## src/rtl/vpu_pkg.sv

```systemverilog
// vpu_pkg: shared VPU widths, decoded-instruction struct and destination-port FSM states
package vpu_pkg;
  localparam int DWIDTH_PER_EXEC = 256;
  localparam int EXEC_CNT = 2;
  localparam int EXEC_CNT_LG2 = 1;
  localparam int SRAM_DATA_WIDTH = EXEC_CNT * DWIDTH_PER_EXEC;
  localparam int SRAM_ADDR_WIDTH = 8;
  typedef struct packed {
    logic                       wvalid;
    logic [SRAM_ADDR_WIDTH-1:0] waddr;
  } vpu_instr_decoded_t;
  typedef enum logic [1:0] {
    DST_IDLE,
    DST_COLLECT,
    DST_WRITE,
    DST_DONE
  } vpu_dst_state_e;
endpackage

```

## src/rtl/vpu_dst_port.sv

```systemverilog
// vpu_dst_port: packs EXEC_CNT lane result beats into one SRAM word and writes it (clk/rst_n, start/done, result valid/ready, sram wren/waddr/wdata/wack, sticky overflow)
module vpu_dst_port
  import vpu_pkg::*;
#(
  parameter int DWIDTH_PER_EXEC = vpu_pkg::DWIDTH_PER_EXEC,
  parameter int EXEC_CNT        = vpu_pkg::EXEC_CNT,
  parameter int SRAM_ADDR_WIDTH = vpu_pkg::SRAM_ADDR_WIDTH
) (
  input  logic                                  clk,
  input  logic                                  rst_n,
  input  vpu_pkg::vpu_instr_decoded_t           instr_decoded_i,
  input  logic                                  start_i,
  output logic                                  done_o,
  input  logic                                  result_valid_i,
  input  logic [DWIDTH_PER_EXEC-1:0]            result_i,
  output logic                                  result_ready_o,
  output logic                                  sram_wren_o,
  output logic [SRAM_ADDR_WIDTH-1:0]            sram_waddr_o,
  output logic [EXEC_CNT*DWIDTH_PER_EXEC-1:0]   sram_wdata_o,
  input  logic                                  sram_wack_i,
  output logic                                  overflow_o
);
  localparam int SDW = EXEC_CNT * DWIDTH_PER_EXEC;
  localparam int CW  = EXEC_CNT > 1 ? $clog2(EXEC_CNT) : 1;
  vpu_dst_state_e             state_q, state_d;
  logic [CW-1:0]              cnt_q, cnt_d;
  logic [SDW-1:0]             buf_q, buf_d;
  logic [SRAM_ADDR_WIDTH-1:0] waddr_q, waddr_d;
  logic                       ovf_q, ovf_d;
  logic                       last_beat;
  assign last_beat = cnt_q == CW'(EXEC_CNT - 1);
  always_comb begin
    state_d = state_q;
    cnt_d   = cnt_q;
    buf_d   = buf_q;
    waddr_d = waddr_q;
    ovf_d   = ovf_q | (result_valid_i && state_q != DST_COLLECT);
    case (state_q)
      DST_IDLE, DST_DONE: begin
        if (start_i) begin
          state_d = instr_decoded_i.wvalid ? DST_COLLECT : DST_DONE;
          if (instr_decoded_i.wvalid) begin
            waddr_d = SRAM_ADDR_WIDTH'(instr_decoded_i.waddr);
            cnt_d   = '0;
          end
        end
      end
      DST_COLLECT: begin
        if (result_valid_i) begin
          buf_d[cnt_q*DWIDTH_PER_EXEC +: DWIDTH_PER_EXEC] = result_i;
          cnt_d   = last_beat ? '0 : cnt_q + 1'b1;
          state_d = last_beat ? DST_WRITE : DST_COLLECT;
        end
      end
      DST_WRITE: state_d = sram_wack_i ? DST_DONE : DST_WRITE;
      default:   state_d = DST_IDLE;
    endcase
  end
  always_ff @(posedge clk or negedge rst_n) begin
    if (!rst_n) begin
      state_q <= DST_IDLE;
      cnt_q   <= '0;
      buf_q   <= '0;
      waddr_q <= '0;
      ovf_q   <= 1'b0;
    end else begin
      state_q <= state_d;
      cnt_q   <= cnt_d;
      buf_q   <= buf_d;
      waddr_q <= waddr_d;
      ovf_q   <= ovf_d;
    end
  end
  // done is masked by start so the controller never sees a stale done from the previous instruction
  assign done_o         = state_q == DST_DONE && !start_i;
  assign result_ready_o = state_q == DST_COLLECT;
  assign sram_wren_o    = state_q == DST_WRITE;
  assign sram_waddr_o   = waddr_q;
  assign sram_wdata_o   = buf_q;
  assign overflow_o     = ovf_q;
endmodule

```

## config.mk

```make
export PLATFORM = sky130hd
export DESIGN_NAME = vpu_dst_port
export DESIGN_NICKNAME = d
export VERILOG_FILES = /design/src/rtl/vpu_pkg.sv /design/src/rtl/vpu_dst_port.sv
export SDC_FILE = /design/constraint.sdc
export NUM_CORES = 1
export LEC_CHECK = 0
export BUFFER_PORTS_ARGS = -buffer_cell sky130_fd_sc_hd__buf_2
export CORE_AREA = 2 2 313 315
export CTS_CLUSTER_DIAMETER = 150
export DETAILED_ROUTE_END_ITERATION = 16
export DIE_AREA = 0 0 315 317
export PLACE_DENSITY = 0.46
export SLEW_MARGIN = 40
export SYNTH_ARGS = -nofsm -noshare
export SYNTH_HDL_FRONTEND = slang
export SYNTH_SLANG_ARGS = --single-unit
```

## constraint.sdc

```tcl
create_clock -name clk -period 1.8 [get_ports clk]
set_input_delay 0.27 -clock clk [delete_from_list [all_inputs] [get_ports clk]]
set_output_delay 0.27 -clock clk [all_outputs]
set_load 0.01 [all_outputs]
```

==> results.cfg <==
[setup_path]
cp.buffers_inverters = 4
cp-end-kind = register
slowest_stage = dfrtp_1
cp_top_family = buffers and inverters
path_common_cell = buf_16
slowest_delay_ns = 0.40
cp.required_ns = 2.30
crit_fanout = 12
critPathArrivalTime_ns = 2.34
startpoint_type = register
critical_path_class = reg2reg
crit_chain = buf_6 -> ha_4 -> nand3b_1 -> buf_12 -> buf_16 -> buf_16 -> mux2_2

[route]
route.vias.total = 14160
postRouteAntennaNets = 0
route.met2.wl_um = 34920
via_per_inst = 3.904
drt-total-wl_um = 66160
wl_per_cell_um = 18.24
highest_layer = met4
drtIter0Drc = 557
wl_met3_um = 4295
drc = 0
met1_length_um = 24390
dr.pass1.iters = 4

[sta]
report.final.setup_viol = 233
tightest_slew_ns = 0.4393
final_hold_viol_count = 0
fin_tns_setup_ns = -3.566
maxSlewViolCount = 0
holdWs_ns = 0.1238
fin_crit_sh_pct = 102.6
fin_ws_ns = -0.04685
rsz0062_at_grt = true
fin_crit_ns = 1.847
slew_headroom_pct = 70.71
fmax_ghz = 0.5415
clock_skew_ns = 0.01780

[synthesis]
ys_ff_latch = 524
ys_async_sr_fraction_pct = 100.0
synth-main-ff-cell = dfrtp_1
syn_inst = 1130
syn_area_um2 = 19510
seq_area_frac_synth_pct = 67.22
yosysWarnings = 0
syn_nets = 1404
synth_edf_count = 0
syn_avg_cell_area_um2 = 17.26
yosysUniqueCellTypes = 20

[clocking]
clock_latency_ns = 0.63
clk_pin_slew_ns = 0.06
clock-root-buffer = clkbuf_16
htree_levels = 2
clock_path_buffers = 3
cts.sinks = 524
cts_tree = done
cts-buffers-inserted = 59

[global_routing]
globalRouteTotalUtil_pct = 12.04
grt.overflow.total = 0
grt_max_degree = 78
antenna_found_initial = 2
grt_pass1_wl_um = 93250
grt_pass1_vias = 15560

[layout]
final_cell_mix = buf_2 (789), dfrtp_1 (524), mux2_2 (381)
area_growth_pct = 63.28
drive_above_1_share_pct = 64.82
nFillCells = 9544
design_area_um2 = 31850
final_nets = 2573
post-route-util_pct = 33.08
final_common_cell = buf_2

[placement]
hpwl_um = 46840
portBuffers = 793
place_congestion = 0.7951
placed_area_um2 = 25670

[power_and_ir_drop]
ir_worst_vdd_uv = 1009
leakagePower_uw = 0.01565
power_density_nw_per_um2 = 1809

[flow_run]
maxCapViolations = 0

[floorplanning]
core_um2 = 96280
boundaryPins = 794
start_util_pct = 20.26
dieWidth_um = 315
dieArea_um2 = 99860
rows = 114
die_h_um = 317

[min_path]
min-delay-path-class = in2async

[run_status]
outcome = finished with violations
violations = negative setup slack
-- per-layer routing --
| layer | vias to the layer above | GRT usage (%) |
|---|---|---|
| li1 | 6346 | - |
| met1 | 7177 | 13.00 |
| met2 | 512 | 22.00 |
| met3 | 121 | 3.156 |
| met4 | 0 | 5.357 |
| met5 | - | 0 |
-- logic make-up after synthesis --
| kind of cell | Yosys count | share of synthesized area (%) |
|---|---|---|
| adder cells (fa/ha/maj) | 4 | 0.2566 |
| flip-flops | 524 | 67.22 |
| AND/OR/NAND/NOR | 12 | 0.3272 |
| AO/OA/AOI/OAI | 10 | 0.3592 |
| buffers and inverters | 60 | 1.822 |
| multiplexers | 520 | 30.02 |
-- worst reg2reg max path, stage by stage, from the launching register on --
cell and delay (ns):
dfrtp_1 0.40, buf_6 0.13, ha_4 0.16, nand3b_1 0.12
buf_12 0.17, buf_16 0.18, buf_16 0.22, mux2_2 0.36
-- flip-flops by register name, summed over array words and instances (netlist names) --
name	cells
sram_waddr_o	8
cnt_q	1
state_q	2
sram_wdata_o	512
overflow_o	1
-- what timing repair did --
action / 4_1_cts / 5_1_grt
endpoints found under the setup margin: 218 / 494
hold buffers: 266 / 0
pin swaps: 0 / 2
cloned: 3 / 15
hold endpoints to repair: 902 / 0
resized for setup: 34 / 177
buffers inserted: 6 / 8
-- power by group --
part           switching [uW]  internal [uW]  total, uW
combinational           10800          12900      23700
clock                    4940           8190      13100
sequential               3010          17800      20800
-- area by class of cell --
| cell class | instances | area (um^2) | area share, % |
|---|---|---|---|
| repair buffers | 1164 | 8364 | 26.26 |
| inverters | 4 | 17.52 | 0.05499 |
| multi-input cells | 546 | 6619 | 20.78 |
| well taps | 1276 | 1597 | 5.012 |
| flip-flops and latches | 524 | 13110 | 41.17 |
| diodes | 2 | 5.005 | 0.01571 |
| clock buffers | 89 | 1772 | 5.562 |
| clock inverters | 21 | 365.4 | 1.147 |
-- worst paths after layout --
path | from | end | slack (ns) | cells after the start
min in group clk | result_i[70] | sram_wdata_o[70] | 0.13 | 2
max | state_q[0] | sram_wdata_o[55] | -0.05 | 7
max reg2reg | state_q[0] | sram_wdata_o[55] | -0.05 | 7
min | rst_n | sram_wdata_o[422] | 0.12 | 2
min reg2reg | overflow_o | overflow_o | 0.45 | 1
max in group asynchronous | rst_n | sram_wdata_o[27] | 0.87 | 4
-- through the flow --
step | total power, uW | setup WS, ns | std cells
2_1_floorplan | 31300 | 0.1070 | 1130
3_3_place_gp | 41210 | -0.02136 | 3218
3_5_place_dp | 41660 | -0.04620 | 3218
4_1_cts | 56200 | -0.09978 | 3603
5_1_grt | 60820 | -0.1086 | 3624
6_report | 57620 | -0.04685 | 3626
-- Yosys cell counts (2+ instances only) --
| library cell | count | area (um^2) |
|---|---|---|
| nand2_1 | 2 | 7.510 |
| buf_2 | 32 | 160.2 |
| nor2_1 | 2 | 7.510 |
| inv_1 | 4 | 15.01 |
| nand2b_1 | 2 | 12.51 |
| a21oi_1 | 2 | 10.01 |
| dfrtp_1 | 524 | 13110 |
| nand3_1 | 2 | 10.01 |
| ha_1 | 4 | 50.05 |
| buf_4 | 24 | 180.2 |
| nor2b_1 | 3 | 18.77 |
| mux2_2 | 520 | 5856 |
| o21ai_0 | 2 | 10.01 |
(Power assumes the default switching activity.)
